--- config.mk ---
export PLATFORM = sky130hd
export DESIGN_NAME = mac_result_serializer
export DESIGN_NICKNAME = d
export VERILOG_FILES = /design/src/rtl/mac_result_serializer_pkg.sv /design/src/rtl/mac_beat_count.sv /design/src/rtl/mac_result_serializer.sv
export SDC_FILE = /design/constraint.sdc
export NUM_CORES = 1
export LEC_CHECK = 0
export ABC_AREA = 1
export ABC_CLOCK_PERIOD_IN_PS = 1900
export BUFFER_PORTS_ARGS = -buffer_cell sky130_fd_sc_hd__buf_2
export CORE_ASPECT_RATIO = 1.75
export CORE_UTILIZATION = 52
export DETAILED_ROUTE_END_ITERATION = 8
export PLACE_DENSITY = 0.8
export SLEW_MARGIN = 20
export SYNTH_ARGS = -nofsm -noshare
export SYNTH_HDL_FRONTEND = slang
export SYNTH_SLANG_ARGS = --single-unit
--- constraint.sdc ---
create_clock -name clk -period 1.9 [get_ports clk]
set_clock_uncertainty 0.05 [all_clocks]
set_input_delay 0.38 -clock clk [delete_from_list [all_inputs] [get_ports clk]]
set_output_delay 0.38 -clock clk [all_outputs]
set_load 0.02 [all_outputs]
--- src/rtl/mac_result_serializer_pkg.sv ---
`default_nettype none
// ============================================================================
// Module      : mac_result_serializer_pkg
// Description : Shared MAC result-path constants, mode codes and the
//               serializer state encoding.
// Revision    : 1.0 - initial release
// ============================================================================
package mac_result_serializer_pkg;

    localparam int MAC_MIN_WIDTH  = 8;
    localparam int MAC_ACC_WIDTH  = 32;
    localparam int MAC_BEAT_CNT_W = 3;

    typedef enum logic [1:0] {
        MAC_SINGLE = 2'b00,
        MAC_DUAL   = 2'b01,
        MAC_QUAD   = 2'b10,
        MAC_RSVD   = 2'b11
    } mac_mode_e;

    typedef enum logic [0:0] {
        MAC_SER_IDLE = 1'b0,
        MAC_SER_SEND = 1'b1
    } mac_ser_state_e;

endpackage
`default_nettype wire

--- src/rtl/mac_beat_count.sv ---
`default_nettype none
// ============================================================================
// Module      : mac_beat_count
// Description : Maps a MAC mode / accumulate flag to the number of
//               MIN_W-wide beats needed to carry the packed result word.
// Revision    : 1.0 - initial release
// ============================================================================
module mac_beat_count
    import mac_result_serializer_pkg::*;
(
    input  logic [1:0]                i_mode,
    input  logic                      i_acc,
    output logic [MAC_BEAT_CNT_W-1:0] o_beats
);

    // Accumulate mode always carries the full accumulator word.
    always_comb begin
        o_beats = 3'd4;
        if (!i_acc) begin
            case (mac_mode_e'(i_mode))
                MAC_SINGLE: o_beats = 3'd2;
                MAC_DUAL:   o_beats = 3'd3;
                default:    o_beats = 3'd4;
            endcase
        end
    end

endmodule
`default_nettype wire

--- src/rtl/mac_result_serializer.sv ---
`default_nettype none
// ============================================================================
// Module      : mac_result_serializer
// Description : Captures a MAC result word and streams it LSB-first as
//               MIN_W-bit beats over a valid/ready handshake.
// Revision    : 1.0 - initial release
// ============================================================================
module mac_result_serializer
    import mac_result_serializer_pkg::*;
#(
    parameter int MIN_W = MAC_MIN_WIDTH,
    parameter int ACC_W = MAC_ACC_WIDTH
) (
    input  logic             clk,
    input  logic             rst,
    input  logic             in_valid,
    output logic             in_ready,
    input  logic [ACC_W-1:0] in_data,
    input  logic [1:0]       in_mode,
    input  logic             in_acc,
    output logic             out_valid,
    input  logic             out_ready,
    output logic [MIN_W-1:0] out_data,
    output logic             out_last
);

    mac_ser_state_e              r_state;
    mac_ser_state_e              w_state_nxt;
    logic [ACC_W-1:0]            r_shift;
    logic [ACC_W-1:0]            w_shift_nxt;
    logic [MAC_BEAT_CNT_W-1:0]   r_beats_left;
    logic [MAC_BEAT_CNT_W-1:0]   w_beats_nxt;
    logic [MAC_BEAT_CNT_W-1:0]   w_beat_cnt;
    logic                        w_send;
    logic                        w_last;
    logic                        w_load;

    mac_beat_count u_beat_count (
        .i_mode  (in_mode),
        .i_acc   (in_acc),
        .o_beats (w_beat_cnt)
    );

    // in_ready is combinational from out_ready so the final beat and the
    // next capture share a cycle; downstream must not loop back on it.
    always_comb begin
        w_send      = (r_state == MAC_SER_SEND);
        w_last      = (r_beats_left == 3'd1);
        in_ready    = !rst && (!w_send || (w_last && out_ready));
        w_load      = in_valid && in_ready;
        out_valid   = !rst && w_send;
        out_last    = out_valid && w_last;
        out_data    = out_valid ? r_shift[MIN_W-1:0] : '0;

        w_state_nxt = r_state;
        w_shift_nxt = r_shift;
        w_beats_nxt = r_beats_left;

        case (r_state)
            MAC_SER_IDLE: begin
                if (w_load) begin
                    w_state_nxt = MAC_SER_SEND;
                    w_shift_nxt = in_data;
                    w_beats_nxt = w_beat_cnt;
                end
            end
            MAC_SER_SEND: begin
                if (out_ready) begin
                    if (!w_last) begin
                        w_shift_nxt = r_shift >> MIN_W;
                        w_beats_nxt = r_beats_left - 3'd1;
                    end else if (w_load) begin
                        w_shift_nxt = in_data;
                        w_beats_nxt = w_beat_cnt;
                    end else begin
                        w_state_nxt = MAC_SER_IDLE;
                        w_shift_nxt = '0;
                        w_beats_nxt = '0;
                    end
                end
            end
            default: begin
                w_state_nxt = MAC_SER_IDLE;
                w_shift_nxt = '0;
                w_beats_nxt = '0;
            end
        endcase
    end

    always_ff @(posedge clk) begin
        if (rst) begin
            r_state      <= MAC_SER_IDLE;
            r_shift      <= '0;
            r_beats_left <= '0;
        end else begin
            r_state      <= w_state_nxt;
            r_shift      <= w_shift_nxt;
            r_beats_left <= w_beats_nxt;
        end
    end

endmodule
`default_nettype wire

==> key figures <==
CTS
  – CTS tree: built
  – CTS Buf Count: 5
  – CTS sink count: 36
  – Max clock buf depth: 2
  – Postcts setup bufs: 0
  – Clk_lat worst skew: 0.29 ns
  – H-tree depth: 2
  – Clock transition at the registers of the reported paths: 0.07 ns
  – Hold_buf cts: 0
  – Clock root buffer: clkbuf_8

Routing
  – Vias/cell: 4.99
  – Routed wire per std cell: 10.9 um
  – DR pass1 iterations: 5
  – Vias: 1862
  – Final antenna-violating net count: 0
  – DRC: 0
  – 1st-iter DRT viols: 52
  – WL final: 4060 um

Placement
  – DP HPWL: 2520 um
  – Worst slack at placement: 0.156 ns
  – Placed Area: 2090 um2
  – GPL Wtd Cong: 0.864
  – IO Port Bufs: 49

Global route
  – First-pass GRT wire length: 6460 um
  – Largest net degree at the start of global routing: 32
  – Number of global-route vias before repair: 1566
  – Remaining global-route overflow: 0
  – Total GRT Usage: 0.230
  – Initial antenna violation count: 0

Cells and area
  – Ant diodes: 0
  – Final #Nets: 368
  – Area Overhead vs Synth: 16.9%
  – # fillers: 349
  – Final instance area: 2190 um2
  – Share of cells above drive strength 1: 0.220
  – Register Area: 722 um2
  – Multi-input gate area: 881 um2

Setup path
  – Reg2reg path depth: 9
  – Slowest CP cell: dfxtp_1
  – Crit-path max FO: 4
  – Worst stage delay on the critical path: 0.39 ns
  – CP startpoint kind: flop
  – Crit Path Class: flop to output pin
  – Reg2Reg Launch Point: r_beats_left[1]$_SDFFE_PP0P_
  – CP delay by family, top: flip-flops
  – Worst path cell trace: ha_1 -> nand3_2 -> nand2_2 -> nand2_1 -> inv_1 -> buf_2
  – Reg2reg setup slack: 0.22 ns
  – CP Capture Type: output pin
  – Reg2Reg Capture Point: r_shift[19]$_SDFFE_PP0P_
  – Worst Path Arrival: 1.33 ns
  – CP bufs+invs: 2
  – CP required: 1.47 ns

Floorplanning
  – I/O pin total: 50
  – Die height: 81.5 um
  – Chip width: 47.4 um
  – Initial Util: 0.552
  – Placement Rows: 28
  – Core ar.: 3400 um2
  – Die area: 3860 um2

STA
  – Peak Freq: 0.569 GHz
  – Post-layout minimum cycle time: 1.76 ns
  – RSZ-0062 raised after global routing: false
  – Worst Tran Pin Value: 0.536 ns
  – Worst setup margin: 0.142 ns
  – Post-route clock period utilization: 0.925
  – # setup viols final: 0
  – Slew headroom: 0.642
  – Slew Viols, Final: 0
  – Hold Vio Cnt, Final: 0

Synth
  – Synthesis warning total: 0
  – Count leader, synth: nand2_1
  – Post-synth top cells: nand2_1 (67), nand3_1 (53), inv_1 (40)
  – Synth top area cells: dfxtp_1 (38%), nand3_1 (14%), nand2_1 (13%)
  – Top-area cell type share of the netlist area: 0.384
  – Ys async rst share: 0
  – Number of enable flip-flop cells after synthesis: 0
  – Post-synth design cell area: 1880 um2
  – Library cells used by synthesis: 21
  – Register bit total from synthesis: 36
  – Syn nets: 326
  – Top_reg_cell synth: dfxtp_1
  – Register area share after synthesis: 0.384
  – Mean post-synth cell area: 6.59 um2
  – Synth Instances: 285
  – Cell taking the most area after synthesis: dfxtp_1

Pwr
  – Total chip power: 1.64 mW
  – Leak: 1.03 nW
  – Peak VDD IR: 0.605 mV
  – Power density over the cells: 746 nW/um2

Run status
  – Status: completed

Hold path
  – Hold Crit Start: in_data[7]
  – Hold Crit Endpoint: r_shift[7]$_SDFFE_PP0P_
  – HP Class: primary input to flop
  – Cells on Worst Hold Path: 3

Flow run
  – Max-cap check violation count: 0
[where the power goes]
part / total, mW / internal, mW / switching, mW
sequential: 0.818 / 0.795 / 0.0229
combinational: 0.263 / 0.0954 / 0.167
clock: 0.554 / 0.296 / 0.259
[through the flow]
step	util	TNS (ns)	hold slack, ns	std cells
5_1_grt	0.645	0	0.272	373
6_report	0.645	0	0.280	373
3_5_place_dp	0.615	0	0.429	364
4_1_cts	0.642	0	0.276	372
2_1_floorplan	-	-0.284	0.412	285
3_3_place_gp	0.615	0	0.423	364
[cell families (layout without fill, tap and decap cells)]
logic type | Yosys count | after routing | synth area share
XOR/XNOR | 1 | 1 | 0.00467
flip-flops | 36 | 36 | 0.384
AND/OR/NAND/NOR | 143 | 143 | 0.339
AO/OA/AOI/OAI | 40 | 40 | 0.108
buffers and inverters | 63 | 106 | 0.151
adder cells (fa/ha/maj) | 2 | 2 | 0.0133
[repair_timing]
action                                  4_1_cts  5_1_grt
gates cloned                                  0        1
hold endpoints to repair                      0        0
endpoints found under the setup margin        9        9
resized for setup                             1        4
[how the worst max path moves through the flow]
stage	from	to	slack [ns]	depth (start not counted)
2_1_floorplan	rst	out_data[0]	-0.03	4
3_5_place_dp	rst	out_data[5]	0.16	5
4_1_cts	r_state$_SDFF_PP0_	out_data[5]	0.006	5
6_report	r_beats_left[0]$_SDFFE_PP0P_	in_ready	0.14	6
3_3_place_gp	rst	out_last	0.19	5
5_1_grt	r_beats_left[1]$_SDFFE_PP0P_	r_shift[19]$_SDFFE_PP0P_	0.03	9
[area by class of cell]
type	instances	share of cell area
Sequential cell	36	0.329
Clock buffer	8	0.0411
Timing Repair inverter	1	0.00171
Multi-Input combinational cell	186	0.402
Timing Repair Buffer	52	0.122
Inverter	45	0.0787
Tap cell	45	0.0257
[layer usage]
| metal | vias up | share of wire | track usage |
|---|---|---|---|
| met5 | - | 0 | 0 |
| met4 | 0 | 0.011 | 0.0971 |
| met3 | 4 | 0.044 | 0.0703 |
| met2 | 45 | 0.53 | 0.366 |
| met1 | 840 | 0.42 | 0.277 |
| li1 | 973 | - | - |
[worst reg2reg max path, stage by stage (launching register included)]
cell	delay [ns]
dfxtp_1	0.33
inv_1	0.06
ha_1	0.22
nand2_2	0.09
nand2_1	0.09
inv_2	0.33
nand3_1	0.17
nand2_1	0.12
inv_1	0.04
a21oi_1	0.10
[state kept, by name (all words and copies together), names as in the netlist]
name and cells:
r_shift 32, r_beats_left 3, r_state 1
[cell usage in the layout, fill, tap and decap left out]
cell type | netlist | routed
nand2_1 | 67 | 67
nand3_1 | 53 | 53
buf_2 | 5 | 49
inv_1 | 40 | 40
dfxtp_1 | 36 | 35
a21oi_1 | 34 | 34
nor2_1 | 17 | 16
clkbuf_8 | 0 | 6
o21ai_0 | 5 | 5
inv_2 | 3 | 4
nand2_2 | 3 | 3
buf_4 | 5 | 3
nand3_2 | 2 | 2
ha_1 | 2 | 2
clkbuf_1 | 6 | 2
inv_4 | 1 | 1
nor2_4 | 0 | 1
clkinv_2 | 0 | 1
nand3_4 | 1 | 1
xor2_1 | 1 | 1
o21a_1 | 1 | 1
dfxtp_2 | 0 | 1
Note: power is estimated with default switching activity, not from simulation.
